`src/rtl/mem_stage_if.sv`:
```
// Bundles the upstream instruction, data-memory and writeback signals of mem_stage.
// Pure wiring, so it adds no latency.
// Backpressure is carried by in_ready and mem_ack.
interface mem_stage_if;
    // upstream instruction
    logic        in_valid;
    logic        in_ready;
    logic [6:0]  opcode;
    logic [2:0]  funct3;
    logic [31:0] alu_out;
    logic [31:0] rs2;
    logic [4:0]  rd;
    // data memory
    logic        mem_req;
    logic        mem_we;
    logic [31:0] mem_addr;
    logic [3:0]  mem_wstrb;
    logic [31:0] mem_wdata;
    logic [31:0] mem_rdata;
    logic        mem_ack;
    // writeback
    logic        wb_valid;
    logic        wb_we;
    logic [4:0]  wb_rd;
    logic [31:0] wb_data;
    logic [1:0]  exc_code;

    // environment side: drives instructions and memory responses
    modport master (
        output in_valid, opcode, funct3, alu_out, rs2, rd, mem_rdata, mem_ack,
        input  in_ready, mem_req, mem_we, mem_addr, mem_wstrb, mem_wdata,
        input  wb_valid, wb_we, wb_rd, wb_data, exc_code
    );

    // stage side
    modport slave (
        input  in_valid, opcode, funct3, alu_out, rs2, rd, mem_rdata, mem_ack,
        output in_ready, mem_req, mem_we, mem_addr, mem_wstrb, mem_wdata,
        output wb_valid, wb_we, wb_rd, wb_data, exc_code
    );
endinterface

```
`src/rtl/mem_stage.sv`:
```
// Load/store and writeback staging unit behind the ALU; one instruction in flight.
// Latency: non-memory/exception ops write back 1 cycle after accept; memory ops take 2 + wait cycles.
// Backpressure: in_ready only in IDLE; a REQ waits on mem_ack until TIMEOUT_CYCLES then raises a bus timeout.
module mem_stage #(
    parameter int TIMEOUT_CYCLES = 16
) (
    input  logic         clk,
    input  logic         rst_n,
    mem_stage_if.slave   bus
);
    localparam logic [6:0] OP_LOAD  = 7'b0000011;
    localparam logic [6:0] OP_STORE = 7'b0100011;
    localparam logic [7:0] TO_LAST  = 8'(TIMEOUT_CYCLES - 1);

    typedef enum logic [1:0] {IDLE, REQ, RESP} state_t;

    state_t      state, state_nxt;
    logic [6:0]  op_q;
    logic [2:0]  f3_q;
    logic [31:0] addr_q;
    logic [31:0] rs2_q;
    logic [31:0] res_q;
    logic [4:0]  rd_q;
    logic [1:0]  exc_q;
    logic [7:0]  cnt_q;

    logic        in_ld, in_st, in_illegal, in_misal, accept, timeout;
    logic [3:0]  st_strb;
    logic [31:0] st_data;
    logic [31:0] ld_data;
    logic [7:0]  ld_byte;
    logic [15:0] ld_half;

    // Decode the incoming instruction: illegal width wins over misalignment.
    always_comb begin
        in_ld      = (bus.opcode == OP_LOAD);
        in_st      = (bus.opcode == OP_STORE);
        in_illegal = 1'b0;
        in_misal   = 1'b0;
        if (in_ld)
            in_illegal = (bus.funct3 == 3'b011) || (bus.funct3[2:1] == 2'b11);
        else if (in_st)
            in_illegal = (bus.funct3 >= 3'b011);
        if (in_ld || in_st) begin
            if (bus.funct3[1:0] == 2'b01)
                in_misal = bus.alu_out[0];
            else if (bus.funct3[1:0] == 2'b10)
                in_misal = (bus.alu_out[1:0] != 2'b00);
        end
        accept  = (state == IDLE) && bus.in_valid;
        timeout = (state == REQ) && !bus.mem_ack && (cnt_q == TO_LAST);
    end

    // Next-state selection for the IDLE -> (REQ) -> RESP -> IDLE sequence.
    always_comb begin
        state_nxt = state;
        case (state)
            IDLE: if (accept)
                      state_nxt = ((in_ld || in_st) && !in_illegal && !in_misal) ? REQ : RESP;
            REQ:  if (bus.mem_ack || timeout)
                      state_nxt = RESP;
            RESP: state_nxt = IDLE;
            default: state_nxt = IDLE;
        endcase
    end

    // State register; reset drops any request in flight immediately.
    always_ff @(posedge clk or negedge rst_n) begin
        if (!rst_n) state <= IDLE;
        else        state <= state_nxt;
    end

    // Store lane steering and load extraction from the held address.
    always_comb begin
        case (f3_q[1:0])
            2'b00:   begin st_strb = 4'b0001 << addr_q[1:0]; st_data = {4{rs2_q[7:0]}};  end
            2'b01:   begin st_strb = addr_q[1] ? 4'b1100 : 4'b0011; st_data = {2{rs2_q[15:0]}}; end
            default: begin st_strb = 4'b1111; st_data = rs2_q; end
        endcase
        case (addr_q[1:0])
            2'b00:   ld_byte = bus.mem_rdata[7:0];
            2'b01:   ld_byte = bus.mem_rdata[15:8];
            2'b10:   ld_byte = bus.mem_rdata[23:16];
            default: ld_byte = bus.mem_rdata[31:24];
        endcase
        ld_half = addr_q[1] ? bus.mem_rdata[31:16] : bus.mem_rdata[15:0];
        case (f3_q)
            3'b000:  ld_data = {{24{ld_byte[7]}}, ld_byte};
            3'b100:  ld_data = {24'd0, ld_byte};
            3'b001:  ld_data = {{16{ld_half[15]}}, ld_half};
            3'b101:  ld_data = {16'd0, ld_half};
            default: ld_data = bus.mem_rdata;
        endcase
    end

    // Capture on accept, collect load data on ack, run the timeout counter in REQ.
    always_ff @(posedge clk or negedge rst_n) begin
        if (!rst_n) begin
            op_q   <= '0;
            f3_q   <= '0;
            addr_q <= '0;
            rs2_q  <= '0;
            res_q  <= '0;
            rd_q   <= '0;
            exc_q  <= '0;
            cnt_q  <= '0;
        end else begin
            case (state)
                IDLE: if (accept) begin
                    op_q   <= bus.opcode;
                    f3_q   <= bus.funct3;
                    addr_q <= bus.alu_out;
                    rs2_q  <= bus.rs2;
                    rd_q   <= bus.rd;
                    exc_q  <= in_illegal ? 2'b11 : (in_misal ? 2'b01 : 2'b00);
                    res_q  <= (in_ld || in_st) ? 32'd0 : bus.alu_out;
                    cnt_q  <= '0;
                end
                REQ: begin
                    if (bus.mem_ack) begin
                        cnt_q <= '0;
                        if (op_q == OP_LOAD) res_q <= ld_data;
                    end else if (timeout) begin
                        cnt_q <= '0;
                        exc_q <= 2'b10;
                    end else begin
                        cnt_q <= cnt_q + 8'd1;
                    end
                end
                default: cnt_q <= '0;
            endcase
        end
    end

    // Outputs are qualified by state so every output is quiet outside its phase.
    always_comb begin
        bus.in_ready  = (state == IDLE);
        bus.mem_req   = (state == REQ);
        bus.mem_we    = (state == REQ) && (op_q == OP_STORE);
        bus.mem_addr  = (state == REQ) ? {addr_q[31:2], 2'b00} : 32'd0;
        bus.mem_wstrb = bus.mem_we ? st_strb : 4'b0000;
        bus.mem_wdata = bus.mem_we ? st_data : 32'd0;
        bus.wb_valid  = (state == RESP);
        bus.wb_we     = (state == RESP) && (exc_q == 2'b00) && (op_q != OP_STORE) && (rd_q != 5'd0);
        bus.wb_rd     = (state == RESP) ? rd_q : 5'd0;
        bus.wb_data   = ((state == RESP) && (exc_q == 2'b00)) ? res_q : 32'd0;
        bus.exc_code  = (state == RESP) ? exc_q : 2'b00;
    end
endmodule
```
`src/flat_wrapper.sv`:
```
// flat-port wrapper written by rule: the top's interface ports become plain ports
module mem_stage_flat 
#(
    parameter int TIMEOUT_CYCLES = 16
)
  (clk, rst_n, bus_in_valid, bus_opcode, bus_funct3, bus_alu_out, bus_rs2, bus_rd, bus_mem_rdata, bus_mem_ack, bus_in_ready, bus_mem_req, bus_mem_we, bus_mem_addr, bus_mem_wstrb, bus_mem_wdata, bus_wb_valid, bus_wb_we, bus_wb_rd, bus_wb_data, bus_exc_code);
  mem_stage_if bus_i ();
  input  logic clk;
  input  logic rst_n;
  input wire logic [$bits(bus_i.in_valid)-1:0] bus_in_valid;
  input wire logic [$bits(bus_i.opcode)-1:0] bus_opcode;
  input wire logic [$bits(bus_i.funct3)-1:0] bus_funct3;
  input wire logic [$bits(bus_i.alu_out)-1:0] bus_alu_out;
  input wire logic [$bits(bus_i.rs2)-1:0] bus_rs2;
  input wire logic [$bits(bus_i.rd)-1:0] bus_rd;
  input wire logic [$bits(bus_i.mem_rdata)-1:0] bus_mem_rdata;
  input wire logic [$bits(bus_i.mem_ack)-1:0] bus_mem_ack;
  output wire logic [$bits(bus_i.in_ready)-1:0] bus_in_ready;
  output wire logic [$bits(bus_i.mem_req)-1:0] bus_mem_req;
  output wire logic [$bits(bus_i.mem_we)-1:0] bus_mem_we;
  output wire logic [$bits(bus_i.mem_addr)-1:0] bus_mem_addr;
  output wire logic [$bits(bus_i.mem_wstrb)-1:0] bus_mem_wstrb;
  output wire logic [$bits(bus_i.mem_wdata)-1:0] bus_mem_wdata;
  output wire logic [$bits(bus_i.wb_valid)-1:0] bus_wb_valid;
  output wire logic [$bits(bus_i.wb_we)-1:0] bus_wb_we;
  output wire logic [$bits(bus_i.wb_rd)-1:0] bus_wb_rd;
  output wire logic [$bits(bus_i.wb_data)-1:0] bus_wb_data;
  output wire logic [$bits(bus_i.exc_code)-1:0] bus_exc_code;
  assign bus_i.in_valid = bus_in_valid;
  assign bus_i.opcode = bus_opcode;
  assign bus_i.funct3 = bus_funct3;
  assign bus_i.alu_out = bus_alu_out;
  assign bus_i.rs2 = bus_rs2;
  assign bus_i.rd = bus_rd;
  assign bus_i.mem_rdata = bus_mem_rdata;
  assign bus_i.mem_ack = bus_mem_ack;
  assign bus_in_ready = bus_i.in_ready;
  assign bus_mem_req = bus_i.mem_req;
  assign bus_mem_we = bus_i.mem_we;
  assign bus_mem_addr = bus_i.mem_addr;
  assign bus_mem_wstrb = bus_i.mem_wstrb;
  assign bus_mem_wdata = bus_i.mem_wdata;
  assign bus_wb_valid = bus_i.wb_valid;
  assign bus_wb_we = bus_i.wb_we;
  assign bus_wb_rd = bus_i.wb_rd;
  assign bus_wb_data = bus_i.wb_data;
  assign bus_exc_code = bus_i.exc_code;
  mem_stage #(.TIMEOUT_CYCLES(TIMEOUT_CYCLES)) u_core (.clk(clk), .rst_n(rst_n), .bus(bus_i));
endmodule
```
`config.mk`:
```
export PLATFORM = sky130hd
export DESIGN_NAME = mem_stage_flat
export DESIGN_NICKNAME = d
export VERILOG_FILES = /design/src/rtl/mem_stage_if.sv /design/src/rtl/mem_stage.sv /design/src/flat_wrapper.sv
export SDC_FILE = /design/constraint.sdc
export NUM_CORES = 1
export LEC_CHECK = 0
export ABC_AREA = 1
export BUFFER_PORTS_ARGS = -buffer_cell sky130_fd_sc_hd__buf_4
export CAP_MARGIN = 30
export CORE_MARGIN = 4
export CORE_UTILIZATION = 35
export DETAILED_ROUTE_END_ITERATION = 7
export SLEW_MARGIN = 20
export SYNTH_ARGS = -nofsm -noshare
export SYNTH_HDL_FRONTEND = slang
export SYNTH_SLANG_ARGS = --single-unit
```
`constraint.sdc`:
```
create_clock -name clk -period 3.6 [get_ports clk]
set_input_delay 0.18 -clock clk [delete_from_list [all_inputs] [get_ports clk]]
set_output_delay 0.18 -clock clk [all_outputs]
set_load 0.01 [all_outputs]
```
; Yosys cells after proc, flatten, opt, wreduce, memory -nomap -nowiden
; Cells that the tools add are included.
[totals]
ff_bits = 123
latch_bits = 0
mem_bits_rw = 0
romBits = 0
input_bits = 115
output_inout_bits = 112
memories = 0
[op_classes]
add_sub_neg = 1
mul = 0
n_div = 0
order_cmp = 1
eq_ne = 24
shift = 1
mux = 36
bitwise_logic = 0
n_reduce_logical = 27
[ops]
columns = cell, count
row1 = 2-to-1 mux 32 bit, 7
row2 = one-hot mux 32 bit (2 select lines), 2
row3 = one-hot mux 32 bit (4 select lines), 1
row4 = 2-to-1 mux 8 bit, 3
row5 = one-hot mux 8 bit (3 select lines), 1
row6 = 2-to-1 mux 16 bit, 1
row7 = 2-to-1 mux 2 bit, 8
row8 = one-hot mux 8 bit (2 select lines), 1
row9 = equality test 7 x 2 -> 1 bit (second input constant), 2
row10 = equality test 7 x 6 -> 1 bit (second input constant), 2
row11 = logical AND 1 bit, 9
row12 = adder 8 x 1 -> 8 bit (second input constant), 1
row13 = equality test 2 x 1 -> 1 bit (second input constant), 4
row14 = equality test 2 bit (second input constant), 4
row15 = equality test 8 x 4 -> 1 bit (second input constant), 1
row16 = logical NOT 2 bit, 4
row17 = 2-to-1 mux 4 bit, 2
row18 = inequality test 2 x 1 -> 1 bit (second input constant), 4
row19 = one-hot mux 2 bit (2 select lines), 2
row20 = one-hot mux 4 bit (2 select lines), 1
row21 = AND reduction 4 bit, 2
row22 = inequality test 7 x 6 -> 1 bit (second input constant), 1
row23 = equality test 3 bit (second input constant), 2
row24 = 2-to-1 mux 1 bit, 6
row25 = 12 further kinds, 19

; Depth between registers and ports, before layout
[depth]
depth_word = 9
depth_mapped = 10
depth_no_buf = 9

; Least setup slack after synthesis
; Ideal clock, no wire load.
[synth_timing]
path_kind = register to output
from = register u_core.state[1]
to = output port bus_wb_we
arrival_time_ns = 1.320
slack_ns = 2.100
stages_incl_launch_ff = 5
path_cell_list = dfrtp_1 -> inv_1 -> nor2_1 -> nand3_1 -> a311oi_1
[synth_between]
elab_chain_cells = 4
[synth_lines]
columns = item, line_no
row1 = from (decl), mem_stage.sv:17  ; state_t state, state_nxt;
row2 = from (signal assigned), mem_stage.sv:70  ; else state <= state_nxt;
row3 = equality test 2 bit, --
row4 = via bus_wb_valid, flat_wrapper.sv:24  ; output wire logic [$bits(bus_i.wb_valid)-1:0] bus_wb_valid;
row5 = logical AND 1 bit (3 in a row), mem_stage.sv:144  ; bus.wb_we = (state == RESP) && (exc_q == 2'b00) && (op_q != OP_STORE) && (rd_q != 5'd0);
row6 = to (decl), flat_wrapper.sv:25  ; output wire logic [$bits(bus_i.wb_we)-1:0] bus_wb_we;
; The timed path passes the listed nets, and every way through them passes these cells.

; Worst setup path in the final report
[layout_timing]
from = register u_core.f3_q[1]
to = output port bus_mem_wstrb[1]
[layout_between]
elab_chain_cells = 3
word_cells_on_any_way = 4
[layout_lines]
columns = item, line_no
row1 = from (decl), mem_stage.sv:19  ; logic [2:0] f3_q;
row2 = from (signal assigned), mem_stage.sv:111  ; f3_q <= bus.funct3;
row3 = equality test 2 x 1 -> 1 bit / logical NOT 2 bit (equally long branches), mem_stage.sv:75  ; case (f3_q[1:0])
row4 = one-hot mux 4 bit (2 select lines) *, mem_stage.sv:75
row5 = 2-to-1 mux 4 bit *, mem_stage.sv:141  ; bus.mem_wstrb = bus.mem_we ? st_strb : 4'b0000;
row6 = to (decl), flat_wrapper.sv:22  ; output wire logic [$bits(bus_i.mem_wstrb)-1:0] bus_mem_wstrb;
; Every way passes the cells marked *; elsewhere a longest branch is shown, timed or not.

==> flow_metrics.env <==
export IMPL_wl_microns=22900
export IMPL_synth_distinct_cells=29
export IMPL_synth_most_common_cell="nor2_1"
export IMPL_fp_dieArea_sq_mm=0.0218
export IMPL_r2r_end="u_core.res_q[13]"
export IMPL_cts_tree="yes"
export IMPL_r2r_start="u_core.f3_q[1]"
export IMPL_clk_latency_ps=420
export IMPL_port_buffers=224
export IMPL_worstSetupStartpointType="flip-flop"
export IMPL_crit_type="flip-flop to primary output"
export IMPL_fp_dieW_microns=148
export IMPL_drc=0
export IMPL_path_delay_family="buffers and inverters"
export IMPL_fin_crit_sh_pct=79.7
export IMPL_cts_path_max_buffers=2
export IMPL_ys_async_sr_fraction_pct=100
export IMPL_rsz0062_at_grt="false"
export IMPL_setup_ws_ps=732
export IMPL_reg2reg_slack_ps=1140
export IMPL_max_slew_margin_rel_pct=37.8
export IMPL_power_density_mw_per_mm2=711
export IMPL_synth_avg_cell_area_sq_um=7.25
export IMPL_grt_overflow=0
export IMPL_worst_ir_drop_vdd_v=0.000505
export IMPL_syn_instance_count=943
export IMPL_cts_buffers=17
export IMPL_ios=227
export IMPL_vias=6905
export IMPL_start_util_pct=36.1
export IMPL_dpl_worst_slack_ps=1120
export IMPL_ys_warn_count=0
export IMPL_grt_max_degree=91
export IMPL_ys_ff_latch=123
export IMPL_vias_per_cell=4.79
export IMPL_outcome="completed"
export IMPL_yosys_top_cells_area="dfrtp_1, nor2_1, nand2_1, a21oi_1, inv_1"
export IMPL_crit_end="bus_mem_wstrb[1]"
export IMPL_post_route_util_pct=50.4
export IMPL_drtIter0Drc=494
export IMPL_synth_edf_count=0
export IMPL_leakagePower_uw=0.00501
export IMPL_cap_violations=0
export IMPL_yosysSeqAreaShare_pct=45.0
export IMPL_skew_ps=16.3
export IMPL_rows=50
export IMPL_gp_congestion=0.899
export IMPL_fillers=1894
export IMPL_setup_viol=0
export IMPL_syn_area_sq_mm=0.00683
export IMPL_post_cts_resized=0
export IMPL_slowest_stage="dfrtp_1"
export IMPL_crit_required_ps=3420
export IMPL_critical_path_buf_inv_count=3
export IMPL_grt_usage_pct=20.8
export IMPL_drt_pre_antenna_iters=5
export IMPL_root_buffer="clkbuf_16"
export IMPL_setup_tns_ps=0
export IMPL_grt_pass1_wl_microns=36200
export IMPL_crit_start="u_core.f3_q[1]"
export IMPL_clk_pin_slew_ps=60
export IMPL_synth_top_cell_by_area="dfrtp_1"
export IMPL_yosys_top_cells_count="nor2_1, nand2_1, a21oi_1"
export IMPL_worst_slew_pin_slew_ps=933
export IMPL_yosys_most_used_dff="dfrtp_1"
export IMPL_post_cts_buffers=0
export IMPL_crit_chain="buf_4 > clkinv_1 > nand2_1 > nor2_1 > nor2_1 > buf_4"
export IMPL_hold_viol=0
export IMPL_worst_path_stages=6
export IMPL_post_route_cells_drive_above_1_share_pct=26.8
export IMPL_cp_slowest_stage_delay_ps=770
export IMPL_antenna_found_initial=0
export IMPL_clock_fmax_mhz=349
export IMPL_first_global_vias=6849
export IMPL_syn2layout_area_growth_pct=39.9
export IMPL_clock_sinks=123
export IMPL_reg2reg_depth=7
export IMPL_yosysTopAreaCellShare_pct=45.0
export IMPL_nNetsFinal=1285
export IMPL_ant_nets=0
export IMPL_final_max_slew_viol_count=0
export IMPL_htree_levels=4
export IMPL_hp_class="input pin to flip-flop"
export IMPL_diodes=0
export IMPL_dieHeight_microns=148
export IMPL_arrival_ps=2690
export IMPL_hpwlAfterDp_microns=16500
export IMPL_wl_per_cell_microns=15.9
export IMPL_min_period_ps=2870
export IMPL_critPathCaptureType="primary output"
export IMPL_critPathMaxFanout=20
export IMPL_core_area_sq_mm=0.0190
[cell type report]
class                           instances  area (sq um)  area share [%]
Sequential cell                       123          3080            32.2
Timing Repair Buffer                  257          2000            21.0
Inverter                              109           409            4.28
Clock inverter                         14           194            2.03
Tap cell                              260           325            3.40
Multi-Input combinational cell        661          3110            32.5
Clock buffer                           18           439            4.59
[how the worst min path moves through the flow]
| stage | from | endpoint | cells after the start |
|---|---|---|---|
| floorplan | rst_n | u_core.addr_q[0] | 0 |
| global placement | rst_n | u_core.op_q[1] | 1 |
| detailed placement | rst_n | u_core.op_q[1] | 1 |
| CTS | bus_opcode[5] | u_core.op_q[5] | 2 |
| global route | bus_rs2[2] | u_core.rs2_q[2] | 3 |
| finish | bus_rd[2] | u_core.rd_q[2] | 3 |
[cell families (layout without fill, tap and decap cells)]
kind of cell	Yosys count	after routing	share of synthesized area, %
xor gates and xnor gates	1	1	0.128
adders and majority gates	1	1	0.183
DFF	123	123	45.0
muxes	27	27	4.45
other	1	2	0.0549
buffers and inverters	160	398	9.65
and+or+nand+nor	471	471	28.5
AOI/OAI and AO/OA	159	159	12.0
[flip-flops by register name, indices dropped and copies added, names as in the netlist]
| signal | flops |
|---|---|
| u_core.addr_q | 32 |
| u_core.res_q | 32 |
| u_core.rs2_q | 32 |
| u_core.cnt_q | 8 |
| u_core.op_q | 7 |
| u_core.rd_q | 5 |
| u_core.f3_q | 3 |
| u_core.exc_q | 2 |
| u_core.state | 2 |
[what timing repair did]
item | 4_1_cts | 5_1_grt
hold buffers | 25 | 0
setup endpoints to repair | 0 | 0
endpoints found under the hold margin | 82 | 0
[layout by cell type, fill, tap and decap left out, types with 2 or more instances in the layout]
| cell | instances |
|---|---|
| nand2_1 | 183 |
| mux2_2 | 27 |
| nor3_1 | 8 |
| bufinv_16 | 4 |
| clkbuf_16 | 17 |
| nand3_1 | 36 |
| o22ai_1 | 8 |
| nand4_1 | 5 |
| clkinv_2 | 2 |
| a21oi_1 | 127 |
| nand3_2 | 12 |
| nor2_1 | 218 |
| nor2_4 | 3 |
| dfrtp_1 | 123 |
| buf_4 | 231 |
| inv_6 | 2 |
| clkinvlp_4 | 5 |
| o21ai_1 | 3 |
| dlygate4sd3_1 | 25 |
| conb_1 | 2 |
| o21ai_0 | 19 |
| inv_1 | 102 |
| nand2_2 | 3 |
| inv_2 | 6 |
[power by group]
part	switching, uW	internal, uW
logic	1580	1000
clock network	648	1180
registers	371	2020
total	2600	4200
[worst min-delay path, delay by kind of cell]
| kind | cells | cell delay [ps] |
|---|---|---|
| and+or+nand+nor | 1 | 30 |
| AOI/OAI and AO/OA | 1 | 90 |
| buffers and inverters | 1 | 80 |
[stage by stage]
stage	area, sq um	instances	power [uW]	hold WS [ps]
CTS	9560	1442	6850	0.892
detailed placement	8670	1385	4970	310
finish	9560	1442	6800	17.5
floorplan	6840	944	4080	-116
global route	9560	1442	7320	0.273
global placement	8670	1385	4920	310
[routing by layer]
layer  share of wire [%]  global-route usage [%]
met1                  42                    26.9
met3                 6.8                    5.03
met4                 2.3                    6.34
met5                   0                       0
met2                  48                    34.7
No activity file was read; power rests on OpenSTA's default activity.
